<file path="config.mk">
export PLATFORM = sky130hd
export DESIGN_NAME = gba_vga_scaler
export DESIGN_NICKNAME = d
export VERILOG_FILES = /design/src/rtl/gba_vga_scaler.sv
export SDC_FILE = /design/constraint.sdc
export NUM_CORES = 1
export LEC_CHECK = 0
export BUFFER_PORTS_ARGS = -buffer_cell sky130_fd_sc_hd__buf_4
export CAP_MARGIN = 20
export CORE_ASPECT_RATIO = 0.5
export CORE_MARGIN = 2
export CORE_UTILIZATION = 45
export DETAILED_ROUTE_END_ITERATION = 10
export GPL_TIMING_DRIVEN = 0
export PLACE_DENSITY_LB_ADDON = 0.15
export SKIP_CTS_REPAIR_TIMING = 1
export SLEW_MARGIN = 30
export SYNTH_ARGS = -nofsm -noshare
export SYNTH_HDL_FRONTEND = slang
export SYNTH_SLANG_ARGS = --single-unit
</file>
<file path="constraint.sdc">
create_clock -name clk -period 3.31 [get_ports clk]
set_clock_uncertainty 0.2 [all_clocks]
set_input_delay 0.662 -clock clk [delete_from_list [all_inputs] [get_ports clk]]
set_output_delay 0.662 -clock clk [all_outputs]
set_load 0.1 [all_outputs]
</file>
<file path="src/rtl/gba_vga_scaler.sv">
// Upscales a BGR555 framebuffer by integer pixel replication into 640x480 VGA timing.
// Latency: 3 clk from the counter position to the R/G/B, HS, VS and vga_black_n registers.
// Backpressure: none; free-running raster, and the framebuffer must answer one clk after addr.
module gba_vga_scaler #(
    parameter int          SRC_W  = 240,
    parameter int          SRC_H  = 160,
    parameter int          SCALE  = 2,
    parameter int          H_VIS  = 640,
    parameter int          H_FP   = 16,
    parameter int          H_SYNC = 96,
    parameter int          H_BP   = 48,
    parameter int          V_VIS  = 480,
    parameter int          V_FP   = 10,
    parameter int          V_SYNC = 2,
    parameter int          V_BP   = 33,
    parameter logic [14:0] BORDER = 15'h5EF7,
    parameter int          ADDR_W = 16
) (
    input  logic              clk,
    input  logic              rst,
    output logic [ADDR_W-1:0] addr,
    input  logic [15:0]       data,
    output logic [7:0]        R,
    output logic [7:0]        G,
    output logic [7:0]        B,
    output logic              HS,
    output logic              VS,
    output logic              vga_black_n,
    output logic              vga_clk,
    output logic              vga_sync_n,
    output logic              vblank,
    output logic [7:0]        frame_cnt
);
    localparam int H_TOT = H_VIS + H_FP + H_SYNC + H_BP;
    localparam int V_TOT = V_VIS + V_FP + V_SYNC + V_BP;
    localparam int IMG_W = SRC_W * SCALE;
    localparam int IMG_H = SRC_H * SCALE;
    localparam int X_OFF = (H_VIS - IMG_W) / 2;
    localparam int Y_OFF = (V_VIS - IMG_H) / 2;
    localparam int HC_W  = $clog2(H_TOT);
    localparam int VC_W  = $clog2(V_TOT);

    localparam logic [HC_W-1:0] HC_LAST = HC_W'(H_TOT - 1);
    localparam logic [HC_W-1:0] HC_XS   = HC_W'(X_OFF);
    localparam logic [HC_W-1:0] HC_XE   = HC_W'(X_OFF + IMG_W);
    localparam logic [HC_W-1:0] HC_VIS  = HC_W'(H_VIS);
    localparam logic [HC_W-1:0] HC_HS0  = HC_W'(H_VIS + H_FP);
    localparam logic [HC_W-1:0] HC_HS1  = HC_W'(H_VIS + H_FP + H_SYNC);
    localparam logic [VC_W-1:0] VC_LAST = VC_W'(V_TOT - 1);
    localparam logic [VC_W-1:0] VC_YS   = VC_W'(Y_OFF);
    localparam logic [VC_W-1:0] VC_YE   = VC_W'(Y_OFF + IMG_H);
    localparam logic [VC_W-1:0] VC_VIS  = VC_W'(V_VIS);
    localparam logic [VC_W-1:0] VC_VS0  = VC_W'(V_VIS + V_FP);
    localparam logic [VC_W-1:0] VC_VS1  = VC_W'(V_VIS + V_FP + V_SYNC);
    localparam logic [1:0]      SUB_LAST = 2'(SCALE - 1);
    localparam logic [ADDR_W-1:0] ROW_STEP = ADDR_W'(SRC_W);

    // An image that does not fit the visible area cannot be centred.
    if (X_OFF < 0 || Y_OFF < 0) begin : g_bad_offset
        $error("gba_vga_scaler: scaled image larger than the visible area");
    end
    if (SCALE < 1 || SCALE > 3) begin : g_bad_scale
        $error("gba_vga_scaler: SCALE must be 1..3");
    end

    // Per-pixel attributes carried alongside the framebuffer read.
    typedef struct packed {
        logic inimg;
        logic vis;
        logic hs_n;
        logic vs_n;
        logic vbl;
    } flags_t;

    localparam flags_t FLAGS_RST = '{inimg: 1'b0, vis: 1'b0, hs_n: 1'b1, vs_n: 1'b1, vbl: 1'b0};

    logic [HC_W-1:0]   hc_q, hc_d;
    logic [VC_W-1:0]   vc_q, vc_d;
    logic [1:0]        hsub_q, hsub_d, vsub_q, vsub_d;
    logic [ADDR_W-1:0] col_q, col_d, row_q, row_d, addr_q, addr_d;
    flags_t            cur, s1_q, s1_d, s2_q, s2_d;
    logic [7:0]        r_q, r_d, g_q, g_d, b_q, b_d, frame_cnt_q, frame_cnt_d;
    logic              hs_q, hs_d, vs_q, vs_d, black_n_q, black_n_d, vblank_q, vblank_d;
    logic              line_end, in_h, in_v;
    logic [14:0]       colour;

    // Bit 15 of the framebuffer word carries no colour.
    logic data_unused;
    assign data_unused = data[15];

    function automatic logic [7:0] expand5(input logic [4:0] c);
        return {c, c[4:2]};
    endfunction

    // Raster counters, multiplier-free address walk, and the 3-stage output pipeline.
    always_comb begin
        line_end = (hc_q == HC_LAST);
        hc_d     = line_end ? '0 : hc_q + 1'b1;
        vc_d     = vc_q;
        if (line_end) begin
            vc_d = (vc_q == VC_LAST) ? '0 : vc_q + 1'b1;
        end

        in_h      = (hc_q >= HC_XS) && (hc_q < HC_XE);
        in_v      = (vc_q >= VC_YS) && (vc_q < VC_YE);
        cur.inimg = in_h && in_v;
        cur.vis   = (hc_q < HC_VIS) && (vc_q < VC_VIS);
        cur.hs_n  = !((hc_q >= HC_HS0) && (hc_q < HC_HS1));
        cur.vs_n  = !((vc_q >= VC_VS0) && (vc_q < VC_VS1));
        cur.vbl   = (hc_q == '0) && (vc_q == VC_VIS);

        // Column restarts on the clock before the image's first column.
        col_d  = col_q;
        hsub_d = hsub_q;
        if (hc_d == HC_XS) begin
            col_d  = '0;
            hsub_d = '0;
        end else if (cur.inimg) begin
            if (hsub_q == SUB_LAST) begin
                hsub_d = '0;
                col_d  = col_q + 1'b1;
            end else begin
                hsub_d = hsub_q + 1'b1;
            end
        end

        // Row base restarts at the end of the line before the image's first line.
        row_d  = row_q;
        vsub_d = vsub_q;
        if (line_end) begin
            if (vc_d == VC_YS) begin
                row_d  = '0;
                vsub_d = '0;
            end else if (in_v) begin
                if (vsub_q == SUB_LAST) begin
                    vsub_d = '0;
                    row_d  = row_q + ROW_STEP;
                end else begin
                    vsub_d = vsub_q + 1'b1;
                end
            end
        end

        addr_d = cur.inimg ? (row_q + col_q) : '0;
        s1_d   = cur;
        s2_d   = s1_q;

        colour      = s2_q.inimg ? data[14:0] : BORDER;
        r_d         = s2_q.vis ? expand5(colour[4:0])   : 8'h00;
        g_d         = s2_q.vis ? expand5(colour[9:5])   : 8'h00;
        b_d         = s2_q.vis ? expand5(colour[14:10]) : 8'h00;
        hs_d        = s2_q.hs_n;
        vs_d        = s2_q.vs_n;
        black_n_d   = s2_q.vis;
        vblank_d    = s2_q.vbl;
        frame_cnt_d = frame_cnt_q + {7'd0, s2_q.vbl};
    end

    // State registers; reset drops every in-flight pixel and parks syncs inactive.
    always_ff @(posedge clk or posedge rst) begin
        if (rst) begin
            hc_q        <= '0;
            vc_q        <= '0;
            hsub_q      <= '0;
            vsub_q      <= '0;
            col_q       <= '0;
            row_q       <= '0;
            addr_q      <= '0;
            s1_q        <= FLAGS_RST;
            s2_q        <= FLAGS_RST;
            r_q         <= '0;
            g_q         <= '0;
            b_q         <= '0;
            hs_q        <= 1'b1;
            vs_q        <= 1'b1;
            black_n_q   <= 1'b0;
            vblank_q    <= 1'b0;
            frame_cnt_q <= '0;
        end else begin
            hc_q        <= hc_d;
            vc_q        <= vc_d;
            hsub_q      <= hsub_d;
            vsub_q      <= vsub_d;
            col_q       <= col_d;
            row_q       <= row_d;
            addr_q      <= addr_d;
            s1_q        <= s1_d;
            s2_q        <= s2_d;
            r_q         <= r_d;
            g_q         <= g_d;
            b_q         <= b_d;
            hs_q        <= hs_d;
            vs_q        <= vs_d;
            black_n_q   <= black_n_d;
            vblank_q    <= vblank_d;
            frame_cnt_q <= frame_cnt_d;
        end
    end

    assign addr        = addr_q;
    assign R           = r_q;
    assign G           = g_q;
    assign B           = b_q;
    assign HS          = hs_q;
    assign VS          = vs_q;
    assign vga_black_n = black_n_q;
    assign vblank      = vblank_q;
    assign frame_cnt   = frame_cnt_q;
    assign vga_clk     = ~clk;
    assign vga_sync_n  = 1'b1;
endmodule

</file>
==> impl_results.md, run 1 <==
- Nature of the critical path endpoint: primary output
- Worst setup path class: clock port to primary output
- WL/cell: between 10 and 15 um
- Xor/xnor share of the synthesized area: a little under 8%
- Initial DRC count: 189
- Cell Chain, Critical Path: clkbuf_16 > clkbuf_16 > inv_1 > buf_4
- Crit Reg-Reg Endpoint: row_q[6]
- CP Max Fanout: 16
- N_diodes: 0
- Cell area after synthesis: between 5000 and 6000 um^2
- Largest net degree at the start of global routing: 31
- Die Ht: 79.8 um
- Share of cells above drive strength 1: 23.6%
- Number of global-route vias before repair: around 3.6k
- Unrepaired setup endpoints after global routing: false
- P_leak: 3.02 nW
- Core ar.: 11100 um^2
- H-tree Lvls: 3
- Via count: about 3.8k
- Sum Neg Setup Slack: 0 ps
- Die ar.: 12400 um^2
- Antenna violations before repair: 0
- Pwr Total: around 2.6 mW
- Headroom to the max-slew limit: 57.5%
- Syn_area_per_cell: ~10 um^2
- Total Wirelength: ~10 mm
- Multi-input gate area: 2250 um^2
- Setup violations, final: 0
- Mux cell area share after synthesis: 0.605%
- Num CTS Buffers: 9
- Seq cells post-synth: roughly 110
- Cell variety after synth: between 50 and 60
- Width of the chip: 156 um
- Fin. max-slew vios: 0
- Cell Rows: 27
- CTS Root Cell: clkbuf_16
- Worst hold margin: ~140 ps
- R2R depth: 10
- Yosys warning count: 0
- Antenna Nets Post-Route: 0
- Hold crit path type: primary input to async pin
- Sequential share of the synthesized area: between 50 and 60%
- Via density: 5.05
- Worst skew pair latency: ~350 ps
- Nets@finish: 630
- Share of flip-flops with an asynchronous set or reset: 100%
- Fillers: ~970
- Maximum vdd ir drop: ~0.24 mV
- Max stage delay on crit path: between 200 and 300 ps
- Initial core utilization: between 40 and 50%
- Status: complete, no violations
- TritonCTS clock tree: done
- Register area: around 2600 um^2
- Synth Area in Adders: between 4 and 5%
- Number of top-level pins: between 70 and 80
- Dpl hpwl: slightly below 8 mm
- # port buffers: 69
- Reg-to-Reg Start: hc_q[7]
- Power Density: a little over 400 nW/um^2
- Critical path's slowest cell: buf_4
- CP required: 2450 ps
- DRC Markers: 0
- CP arrival: about 2400 ps
- Total Routing Usage GR: 18.0%
- GPL Wtd Cong: 0.818
- Startpoint type of the worst setup path: clock port
- Synthesized instance count: approximately 500
- Reg2reg setup slack: 210 ps
- Share of the core filled with cells: ~57%
- P&R area growth vs syn: 22.2%
- Simple-gate area share of the yosys netlist: roughly a fifth
- Post-synth EDFFs: 0
- Max Buffers Root-to-Sink: 2
- First-pass GRT wire length: 17.6 mm
- Syn nets: 544
- Main synth FF type: dfrtp_1
- Max cap viols: 0
- Synth Area in Compound Gates: under 10%
- Fin. Hold Viols: 0
- Tightest Pin Transition: approximately 630 ps
- Largest family of logic cells by synthesized area: simple AND/OR/NAND/NOR gates
- Most Frequent Cell on Critical Path: clkbuf_16
- Congestion Overflow GR: 0
- Worst-path clk slew: ~70 ps
- First drt pass iteration count: 4
area by class of cell:
| class | count | share of cell area [%] |
|---|---|---|
| Sequential cell | 105 | 41.7 |
| Multi-Input combinational cell | 340 | 35.5 |
| Timing Repair Buffer | 74 | 9.93 |
| Clock buffer | 10 | 3.68 |
| Buffer | 32 | 3.15 |
| Tap cell | 145 | 2.87 |
| Inverter | 28 | 1.72 |
| Clock inverter | 8 | 1.42 |
sequential cells by signal, summed over array words and instances (netlist names):
signal / flops
VS: 1
HS: 1
row_q: 12
G: 5
vblank: 1
black_n_d: 1
B: 5
frame_cnt: 8
vga_black_n: 1
hc_q: 10
s1_q: 5
vblank_d: 1
addr: 16
hs_d: 1
vc_q: 10
vsub_q: 2
s2_q: 1
R: 5
col_q: 16
hsub_q: 2
vs_d: 1
cell families (layout without fill, tap and decap cells):
kind of cell | count (synthesis) | in the layout
DFF | 105 | 105
adders and majority gates | 20 | 20
muxes | 3 | 3
xor gates and xnor gates | 46 | 46
and+or+nand+nor | 205 | 205
other | 1 | 1
buffers and inverters | 61 | 152
AOI/OAI and AO/OA | 65 | 65
worst max-delay path by stage:
| stage | startpoint | endpoint | slack [ps] | cells after the start |
|---|---|---|---|---|
| floorplan | clk | vga_clk | 220 | 1 |
| detailed placement | vc_q[5] | row_q[8] | 7 | 9 |
| global placement | vc_q[5] | row_q[9] | 20 | 9 |
| global route | hc_q[7] | row_q[13] | 10 | 9 |
| finish | clk | vga_clk | 100 | 4 |
| CTS | vc_q[5] | row_q[6] | -20 | 9 |
per-stage QoR:
stage          setup WS (ps)  area [um^2]  instances
6_report                 101         6320        742
5_1_grt                 9.98         6320        742
4_1_cts                -24.8         6290        740
3_5_place_dp            7.16         5980        724
3_3_place_gp            20.6         5880        720
2_1_floorplan            216         5180        506
cells in the mapped netlist, drive strengths merged, types with 17 or more instances:
master | n | area share (%)
nand2 | 49 | 3.6
xnor2 | 24 | 4.1
nor3 | 17 | 2.1
inv | 28 | 2.0
buf | 20 | 3.0
nand3 | 18 | 1.7
ha | 20 | 4.8
dfrtp | 99 | 48
xor2 | 22 | 3.7
o21ai | 22 | 2.9
nor2 | 44 | 3.2
layer usage:
metal  wire length (um)  track usage, %  part of all wire (%)
met1               5180            23.9                    50
met2               4550            28.8                    44
met3                573            5.32                   5.5
met4                 80            5.69                  0.77
met5                  0               0                     0
worst max-delay path: cells and delay by family:
| family | cells | cell delay [ps] |
|---|---|---|
| buffers and inverters | 4 | 690 |
power by group:
| part | total [mW] | leakage, nW | switching [mW] | internal (mW) |
|---|---|---|---|---|
| logic | 0.0626 | 1.50 | 0.0365 | 0.0261 |
| registers | 1.28 | 1.35 | 0 | 1.28 |
| clock network | 1.22 | 0.164 | 0.606 | 0.619 |
| total | 2.57 | 3.02 | 0.642 | 1.93 |
layout by cell type (no fill, tap or decap), drive strengths merged, types with 5 or more instances in the layout:
cell	n
inv	30
and3	12
nand3	18
and4	5
buf	95
nor3	17
o21ai	22
dfrtp	99
a21boi	14
nand2	49
or3	11
nor2	44
a21oi	7
xnor2	24
nor4	8
xor2	22
and2	9
clkbuf	21
ha	20
nand4	14
dfstp	6
(Power assumes the default switching activity.)
==> run 2, diff against run 1 <==
--- a/config.mk
+++ b/config.mk
@@ -9,7 +9,7 @@
 export CAP_MARGIN = 20
 export CORE_ASPECT_RATIO = 0.5
 export CORE_MARGIN = 2
-export CORE_UTILIZATION = 45
+export CORE_UTILIZATION = 39
 export DETAILED_ROUTE_END_ITERATION = 10
 export GPL_TIMING_DRIVEN = 0
 export PLACE_DENSITY_LB_ADDON = 0.15
==> run 2 against run 1 <==
Effect of this change: via count up 0.16%; cell count rose by 3.5%; register-to-register slack about the same; global-route usage is 2.3 points lower; critical endpoint unchanged.
==> impl_results.md, run 2 (synthesis gave the netlist of run 1 again) <==
- Multi-input gate area: between 2000 and 2500 um^2
- Crit Reg-Reg Endpoint: row_q[10]
- Power Density: approximately 400 nW/um^2
- CP arrival: between 2000 and 2500 ps
- Antenna Nets Post-Route: 0
- Cell Rows: 29
- Tightest Pin Transition: approximately 600 ps
- Maximum vdd ir drop: roughly 0.66 mV
- Via count: about 3.8k
- Hold crit path type: primary input to async pin
- Dpl hpwl: 7.68 mm
- Pwr Total: between 2 and 2.5 mW
- Worst-path clk slew: 70 ps
- Largest net degree at the start of global routing: 30
- Setup violations, final: 0
- First drt pass iteration count: 4
- Initial core utilization: 40.4%
- Reg2reg setup slack: 220 ps
- Max stage delay on crit path: 280 ps
- Antenna violations before repair: 0
- Width of the chip: about 170 um
- Startpoint type of the worst setup path: clock port
- Reg-to-Reg Start: hc_q[7]
- Number of top-level pins: 72
- Share of cells above drive strength 1: 23.7%
- Core ar.: around 13000 um^2
- Worst skew pair latency: ~350 ps
- Via density: 4.89
- Total Routing Usage GR: around 16%
- Nets@finish: between 600 and 700
- Worst setup path class: clock port to primary output
- Unrepaired setup endpoints after global routing: false
- CP Max Fanout: 18
- Register area: ~2600 um^2
- Number of global-route vias before repair: ~3.6k
- R2R depth: 9
- PnR worst setup slack: 113 ps
- # port buffers: between 60 and 70
- TritonCTS clock tree: done
- DRC Markers: 0
- N_diodes: 0
- Cell Chain, Critical Path: clkbuf_16 > clkbuf_16 > inv_1 > buf_4
- First-pass GRT wire length: approximately 18 mm
- Finished Layout Cells: about 770
- CTS Root Cell: clkbuf_16
- CP required: roughly 2500 ps
- Commonest non-fill, non-tap cells in the layout: dfrtp_1, buf_4, nand2_1, nor2_1, inv_1
- Total Wirelength: 10.4 mm
- Nature of the critical path endpoint: primary output
- GPL Wtd Cong: slightly above 0.8
- Sum Neg Setup Slack: 0 ps
- Status: complete, no violations
- Placed insts: approximately 750
- Max Buffers Root-to-Sink: 2
- Die ar.: around 14000 um^2
- Critical path's slowest cell: buf_4
- P_leak: slightly above 3 nW
- H-tree Lvls: 3
- Die Ht: approximately 85 um
- Fin. max-slew vios: 0
- Fin. Hold Viols: 0
- Congestion Overflow GR: 0
- P&R area growth vs syn: 22.3%
- Pre-CTS setup slack: 0.366 ps
- Fillers: approximately 1.2k
- Initial DRC count: around 300
- Headroom to the max-slew limit: between 50% and 60%
- Worst hold margin: 23.9 ps
- Num CTS Buffers: 9
- Max cap viols: 0
- WL/cell: between 10 and 15 um
- Most common cell after layout, fill and taps aside: dfrtp_1
- Most Frequent Cell on Critical Path: clkbuf_16
run 2: changes by cell type in the layout (fill, tap and decap cells not counted), sizes merged:
cell	before	now
bufinv	1	0
clkinvlp	1	2
buf	95	96
clkbuf	21	22
clkinv	4	3
run 2: per-layer routing:
layer  global-route usage (%)  up-vias  share of wire (%)
met5                        0        -                  0
li1                         -     1909                  -
met4                     4.00        0               0.93
met2                     24.8       77                 43
met1                     21.6     1760                 51
met3                     4.38       10                5.4
run 2: worst max path at each step:
stage                     startpoint   endpoint  cells after the start
after global placement       vc_q[5]   row_q[6]                      9
after CTS                    vc_q[5]   row_q[6]                      9
after floorplan                  clk    vga_clk                      1
final                            clk    vga_clk                      4
after global routing         hc_q[7]  row_q[13]                      9
after detailed placement     vc_q[5]   row_q[6]                      9
run 2: cell type report:
type	instances	share of cell area [%]
sequential	105	41.7
multi-input combinational	340	35.7
timing repair buffer	75	9.81
clock buffer	11	3.74
tap	170	3.36
buffer	32	3.15
inverter	28	1.72
clock inverter	7	0.811
run 2: critical path, delay by kind of cell:
family	cells	cell delay, ps
buffers and inverters	4	680
run 2: where the power goes:
group          switching [mW]  total (mW)  internal [mW]
logic                  0.0359      0.0602         0.0243
registers                   0        1.28           1.28
clock network           0.592        1.13          0.537
run 2: through the flow:
step	utilization [%]	instance area [um^2]
after global placement	46.1	5910
after detailed placement	46.8	5990
after CTS	49.0	6270
after global routing	49.4	6320
after floorplan	-	5180
final	49.4	6320
